## config.mk

```make
export PLATFORM = sky130hd
export DESIGN_NAME = inverse_boundary_cell
export DESIGN_NICKNAME = d
export VERILOG_FILES = /design/src/rtl/qrd_rls_pkg.sv /design/src/rtl/qrd_seq_divider.sv /design/src/rtl/inverse_boundary_cell.sv
export SDC_FILE = /design/constraint.sdc
export NUM_CORES = 1
export LEC_CHECK = 0
export BUFFER_PORTS_ARGS = -buffer_cell sky130_fd_sc_hd__buf_2
export CORE_UTILIZATION = 55
export CTS_CLUSTER_DIAMETER = 150
export DETAILED_ROUTE_END_ITERATION = 10
export PLACE_DENSITY = 0.72
export SETUP_SLACK_MARGIN = 0.2
export SKIP_CTS_REPAIR_TIMING = 1
export SYNTH_ARGS = -nofsm -noshare
export SYNTH_HDL_FRONTEND = slang
export SYNTH_SLANG_ARGS = --single-unit
export TNS_END_PERCENT = 10
```

## constraint.sdc

```tcl
create_clock -name clk -period 7.8 [get_ports clk]
set_clock_uncertainty 0.2 [all_clocks]
set_input_delay 1.56 -clock clk [delete_from_list [all_inputs] [get_ports clk]]
set_output_delay 1.56 -clock clk [all_outputs]
set_load 0.05 [all_outputs]
```

## src/rtl/qrd_rls_pkg.sv

```systemverilog
// Shared definitions for the QRD-RLS systolic array cells: the boundary-cell
// FSM states, the default word width and the output saturation helper.
package qrd_rls_pkg;

    localparam int DEFAULT_DATA_LENGTH = 8;

    typedef enum logic [2:0] {
        IDLE,
        SQUARE,
        SQRT,
        DIV,
        DONE
    } state_t;

    // Clamp an unsigned value to the largest number that fits in data_length bits.
    function automatic logic [31:0] sat_dl(input logic [31:0] value, input int data_length);
        logic [31:0] limit;
        limit = (32'd1 << data_length) - 32'd1;
        return (value > limit) ? limit : value;
    endfunction

endpackage

```

## src/rtl/qrd_seq_divider.sv

```systemverilog
// Restoring divider producing one quotient bit per cycle, MSB first.
// The first iteration happens on the start edge itself, using the ports
// directly, so a full quotient takes exactly DATA_LENGTH+1 edges. The caller
// guarantees numerator < divisor * 2^(DATA_LENGTH+1), so the upper numerator
// bits are already a valid partial remainder. done is high during the cycle
// whose closing edge latches the final quotient bit.
module qrd_seq_divider #(
    parameter int DATA_LENGTH = 8
) (
    input  logic                       clk,
    input  logic                       rst,
    input  logic                       start,
    input  logic [2*DATA_LENGTH-1:0]   numerator,
    input  logic [DATA_LENGTH:0]       divisor,
    output logic                       done,
    output logic [DATA_LENGTH:0]       quotient
);

    localparam int QW = DATA_LENGTH + 1;
    localparam int CW = $clog2(QW + 1);

    logic          active_q, active_d;
    logic [CW-1:0] cnt_q, cnt_d;
    logic [QW-1:0] rem_q, rem_d;
    logic [QW-1:0] bits_q, bits_d;
    logic [QW-1:0] den_q, den_d;
    logic [QW-1:0] quo_q, quo_d;

    logic [QW-1:0] src_rem, src_bits, src_den, src_quo;
    logic [QW:0]   trial, diff;
    logic          ge;

    // One restoring step: bring down the next numerator bit, subtract if it fits.
    // NOTE: every always_comb output gets a default first so no path can infer a latch.
    always_comb begin
        src_rem  = start ? QW'(numerator[2*DATA_LENGTH-1:QW]) : rem_q;
        src_bits = start ? numerator[QW-1:0] : bits_q;
        src_den  = start ? divisor : den_q;
        src_quo  = start ? '0 : quo_q;

        trial = {src_rem, src_bits[QW-1]};
        diff  = trial - {1'b0, src_den};
        ge    = (trial >= {1'b0, src_den});

        active_d = active_q;
        cnt_d    = cnt_q;
        rem_d    = rem_q;
        bits_d   = bits_q;
        den_d    = den_q;
        quo_d    = quo_q;

        if (start || active_q) begin
            rem_d  = ge ? diff[QW-1:0] : trial[QW-1:0];
            bits_d = {src_bits[QW-2:0], 1'b0};
            den_d  = src_den;
            quo_d  = {src_quo[QW-2:0], ge};
        end

        if (start) begin
            active_d = 1'b1;
            cnt_d    = CW'(1);
        end else if (active_q) begin
            cnt_d = cnt_q + CW'(1);
            if (cnt_q == CW'(QW - 1)) begin
                active_d = 1'b0;
            end
        end
    end

    assign done     = active_q && (cnt_q == CW'(QW - 1));
    assign quotient = quo_q;

    // Iteration state register.
    // NOTE: sequential state uses non-blocking assignments so all flops update together.
    always_ff @(posedge clk or posedge rst) begin
        if (rst) begin
            active_q <= 1'b0;
            cnt_q    <= '0;
            rem_q    <= '0;
            bits_q   <= '0;
            den_q    <= '0;
            quo_q    <= '0;
        end else begin
            active_q <= active_d;
            cnt_q    <= cnt_d;
            rem_q    <= rem_d;
            bits_q   <= bits_d;
            den_q    <= den_d;
            quo_q    <= quo_d;
        end
    end

endmodule

```

## src/rtl/inverse_boundary_cell.sv

```systemverilog
// Boundary (diagonal) cell of the inverse QRD-RLS array. For each accepted
// sample it forms r' = sqrt(r^2 + x^2), emits the rotation c = r/r',
// s = x/r' as fractions scaled by 2^DATA_LENGTH, and replaces r with r'.
module inverse_boundary_cell
    import qrd_rls_pkg::*;
#(
    parameter int                     DATA_LENGTH = DEFAULT_DATA_LENGTH,
    parameter logic [DATA_LENGTH-1:0] R_INIT      = '0
) (
    input  logic                   clk,
    input  logic                   rst,
    input  logic                   ready_in,
    input  logic [DATA_LENGTH-1:0] xin,
    output logic [DATA_LENGTH-1:0] c_out,
    output logic [DATA_LENGTH-1:0] s_out,
    output logic [DATA_LENGTH-1:0] r_out,
    output logic                   ready_out,
    output logic                   busy
);

    localparam int DL = DATA_LENGTH;
    localparam int DW = 2 * DL + 1;        // r^2 + x^2
    localparam int SW = DW + 1;            // sum padded to an even bit count
    localparam int QW = DL + 1;            // root and quotient width
    localparam int RW = DL + 4;            // square-root partial remainder
    localparam int IW = $clog2(DL + 2);

    state_t        state_q, state_d;
    logic [DL-1:0] x_q, x_d;
    logic [DL-1:0] r_q, r_d;
    logic [SW-1:0] sum_sh_q, sum_sh_d;
    logic [RW-1:0] rem_q, rem_d;
    logic [QW-1:0] root_q, root_d;
    logic [IW-1:0] iter_q, iter_d;
    logic [DL-1:0] c_q, c_d;
    logic [DL-1:0] s_q, s_d;
    logic          ready_q, ready_d;

    logic [DW-1:0] sum_w;
    logic [RW-1:0] rem_sh, trial;
    logic [31:0]   c_sat, s_sat, r_sat;
    logic          div_start, div_done_c, div_done_s;
    logic [QW-1:0] quo_c, quo_s;

    qrd_seq_divider #(.DATA_LENGTH(DL)) u_div_c (
        .clk       (clk),
        .rst       (rst),
        .start     (div_start),
        .numerator ({r_q, {DL{1'b0}}}),
        .divisor   (root_q),
        .done      (div_done_c),
        .quotient  (quo_c)
    );

    qrd_seq_divider #(.DATA_LENGTH(DL)) u_div_s (
        .clk       (clk),
        .rst       (rst),
        .start     (div_start),
        .numerator ({x_q, {DL{1'b0}}}),
        .divisor   (root_q),
        .done      (div_done_s),
        .quotient  (quo_s)
    );

    // Next-state and datapath: square, bit-serial root, parallel divides, commit.
    always_comb begin
        sum_w  = DW'(r_q) * DW'(r_q) + DW'(x_q) * DW'(x_q);
        rem_sh = {rem_q[RW-3:0], sum_sh_q[SW-1 -: 2]};
        trial  = RW'({root_q, 2'b01});
        c_sat  = sat_dl(32'(quo_c), DL);
        s_sat  = sat_dl(32'(quo_s), DL);
        r_sat  = sat_dl(32'(root_q), DL);

        state_d   = state_q;
        x_d       = x_q;
        r_d       = r_q;
        sum_sh_d  = sum_sh_q;
        rem_d     = rem_q;
        root_d    = root_q;
        iter_d    = iter_q;
        c_d       = c_q;
        s_d       = s_q;
        ready_d   = 1'b0;
        div_start = 1'b0;

        case (state_q)
            IDLE: begin
                if (ready_in) begin
                    x_d     = xin;
                    state_d = SQUARE;
                end
            end
            SQUARE: begin
                sum_sh_d = {1'b0, sum_w};
                rem_d    = '0;
                root_d   = '0;
                iter_d   = '0;
                state_d  = SQRT;
            end
            SQRT: begin
                sum_sh_d = sum_sh_q << 2;
                if (rem_sh >= trial) begin
                    rem_d  = rem_sh - trial;
                    root_d = {root_q[QW-2:0], 1'b1};
                end else begin
                    rem_d  = rem_sh;
                    root_d = {root_q[QW-2:0], 1'b0};
                end
                if (iter_q == IW'(DL)) begin
                    iter_d  = '0;
                    state_d = DIV;
                end else begin
                    iter_d = iter_q + IW'(1);
                end
            end
            DIV: begin
                div_start = (iter_q == '0);
                iter_d    = iter_q + IW'(1);
                if (div_done_c && div_done_s) begin
                    iter_d  = '0;
                    state_d = DONE;
                end
            end
            DONE: begin
                // A zero root means r = x = 0: report the identity rotation.
                if (root_q == '0) begin
                    c_d = '1;
                    s_d = '0;
                end else begin
                    c_d = c_sat[DL-1:0];
                    s_d = s_sat[DL-1:0];
                    r_d = r_sat[DL-1:0];
                end
                ready_d = 1'b1;
                state_d = IDLE;
            end
            default: state_d = IDLE;
        endcase
    end

    // State and datapath registers; reset aborts any computation in flight.
    always_ff @(posedge clk or posedge rst) begin
        if (rst) begin
            state_q  <= IDLE;
            x_q      <= '0;
            r_q      <= R_INIT;
            sum_sh_q <= '0;
            rem_q    <= '0;
            root_q   <= '0;
            iter_q   <= '0;
            c_q      <= '0;
            s_q      <= '0;
            ready_q  <= 1'b0;
        end else begin
            state_q  <= state_d;
            x_q      <= x_d;
            r_q      <= r_d;
            sum_sh_q <= sum_sh_d;
            rem_q    <= rem_d;
            root_q   <= root_d;
            iter_q   <= iter_d;
            c_q      <= c_d;
            s_q      <= s_d;
            ready_q  <= ready_d;
        end
    end

    assign c_out     = c_q;
    assign s_out     = s_q;
    assign r_out     = r_q;
    assign ready_out = ready_q;
    assign busy      = (state_q != IDLE);

endmodule

```

==> results.tsv <==
metric	value	unit
row_count	50	
synth_top_cell_by_area	dfrtp_1	
gp_congestion	0.884	
grt_pass1_vias	8274	
nNetsFinal	1339	
cts_tree	yes	
maxCapViolations	0	
crit_path_max_incr_delay	0.64	ns
crit_chain	nand2_1 > fa_1 > fa_1 > inv_1 > fa_1 > fa_1 > fa_1 > inv_1 > fa_1 > inv_1 > ha_1 > nand3_1 > o211ai_1 > o41ai_1 > o21bai_1 > xnor2_1 > o21ai_0	
cts_max_path_buffers	2	
drive_gt1_frac	0.0803	
synth-edff-count	0	
outcome	complete, no violations	
portBuffers	36	
yosysMostFrequentCell	inv_1	
seq_area_frac_synth	0.329	
dp_cells	1399	
hold_path.class	reg -> reg	
synth_area_leaders	dfrtp_1, fa_1, ha_1	
grt_pass1_wl	40500	um
track_usage	0.261	
die-height	142	um
synth_ff_type	dfrtp_1	
drt_first_pass_iters	5	
clk_latency	0.44	ns
path_delay_family	adder cells	
r2r_slack	1.79	ns
crit_path_start_kind	register	
drc	0	
dp_slack	1.75	ns
ioPinCount	37	
path_depth	17	
r2r_cells	17	
synthTopCellsByCount	inv_1, nand2_1, dfrtp_1, ha_1, nor2_1	
hold_viol_final	0	
cts-buffers-inserted	17	
cp-startpoint	r_out[0]	
crit_buf_inv	3	
fin_crit	6.01	ns
async_flop_share	1.00	
synth_top_area_frac	0.329	
fillCellCount	1610	
overflow	0	
rr_endpoint	sum_sh_q[14]	
grt_antenna_before_repair	0	
die_area	0.0201	mm2
ys.warnings.count	0	
vias	7987	
fin_crit_sh	0.771	
cts.sinks	141	
clock.fmax	166	MHz
path_common_cell	fa_1	
endpoint_kind	register	
wirelength	24100	um
die_w	142	um
tightest_slew	1.11	ns
drv_slew	0	
start_util	0.568	
finalSetupViolCount	0	
syn_area	0.0107	mm2
synth-seq-cells	141	
cts-root-buf	clkbuf_16	
htreeDepth	4	
crit_type	reg -> reg	
syn2layout_area_growth	9.69	%
syn_nets	1321	
avgSynthCellArea	9.41	um2
maxSlewHeadroom	0.257	
finalSetupTns	0	ns
cp_max_fo	12	
crit_path_top_delay_cell	o41ai_1	
synth_cell_types	66	
drtIter0Drc	454	
fin_ws	1.79	ns
synth_cells	1140	
coreArea	0.0189	mm2
rr_startpoint	r_out[0]	
vias_per_cell	5.58	
hp-start	u_div_c.den_q[8]	
ff_latch_area	0.00353	mm2
rsz0062_at_grt	false	
grt_max_degree	78	
critPathRequiredTime	7.94	ns
postLayoutCoreUtil	0.623	
ant_nets	0	
clkTransAtPathRegs	0.07	ns
dp_hpwl	17500	um
crit_path_end	sum_sh_q[14]	
multiInputGateArea	0.00645	mm2
antenna_cells	0	
fin_cells	1431	
wl_per_cell	16.9	um
crit_arrival	6.16	ns
[worst register-to-register path: cells and delay by family, from the launching register on]
| family | cells | cell delay [ns] |
|---|---|---|
| fa+ha+maj | 7 | 3.47 |
| compound gates | 4 | 1.10 |
| flops | 1 | 0.55 |
| simple gates | 2 | 0.31 |
| xor+xnor | 1 | 0.15 |
| buf+inv | 3 | 0.14 |
[placed cells by master, fill, tap and decap left out, types with 36 or more instances in the layout]
cell type  instances
inv_1            153
nand2_1          144
dfrtp_1          141
ha_1              92
nor2_1            89
fa_1              78
o21ai_0           62
a21oi_1           39
mux2i_1           39
and2_1            37
buf_2             36
[per-layer routing]
| layer | global-route usage | vias to the layer above | wire length [um] |
|---|---|---|---|
| met5 | 0 | - | 0 |
| met4 | 0.117 | 0 | 845 |
| met3 | 0.0520 | 56 | 1060 |
| met2 | 0.437 | 171 | 11700 |
| met1 | 0.329 | 3955 | 10500 |
| li1 | - | 3805 | - |
[logic make-up (layout without fill, tap and decap cells)]
kind of cell / after synthesis / in the layout / share of synthesized area
simple gates: 338 / 338 / 0.144
compound gates: 205 / 205 / 0.125
buf+inv: 198 / 229 / 0.0714
fa+ha+maj: 170 / 170 / 0.253
flops: 141 / 141 / 0.329
mux: 46 / 46 / 0.0437
xor+xnor: 42 / 42 / 0.0343
[worst min path at each step]
stage	to	cells after the start	slack (ns)
6_report	u_div_c.den_q[8]	2	0.27
5_1_grt	u_div_c.den_q[8]	2	0.28
4_1_cts	u_div_c.den_q[8]	2	0.27
3_5_place_dp	u_div_c.den_q[8]	2	0.26
3_3_place_gp	u_div_s.den_q[0]	2	0.25
2_1_floorplan	u_div_c.den_q[0]	2	0.24
[state kept, by name, indices dropped and copies added (netlist names), 3 cells and up]
register	cells
s_out	8
r_out	8
u_div_c.cnt_q	4
u_div_c.rem_q	9
u_div_s.rem_q	9
u_div_c.quotient	9
iter_q	4
u_div_s.cnt_q	4
x_q	8
c_out	8
state_q	3
rem_q	10
u_div_s.quotient	9
u_div_c.den_q	9
sum_sh_q	18
root_q	9
u_div_s.den_q	9
[per-stage QoR]
stage,instance area [um2],hold slack [ns]
2_1_floorplan,10700,0.241
4_1_cts,11800,0.273
3_3_place_gp,11100,0.253
5_1_grt,11800,0.279
3_5_place_dp,11100,0.258
6_report,11800,0.269
[final cells by class]
type / count / area share
Clock inverter: 15 / 0.0185
Timing Repair Buffer: 43 / 0.0198
Inverter: 154 / 0.0496
Multi-Input combinational cell: 801 / 0.548
Sequential cell: 141 / 0.300
Clock buffer: 17 / 0.0362
Tap cell: 260 / 0.0276
Power is left out: the tool's default activity adds up to more than one toggle a clock period on the data nets, which glitch-free logic cannot reach.
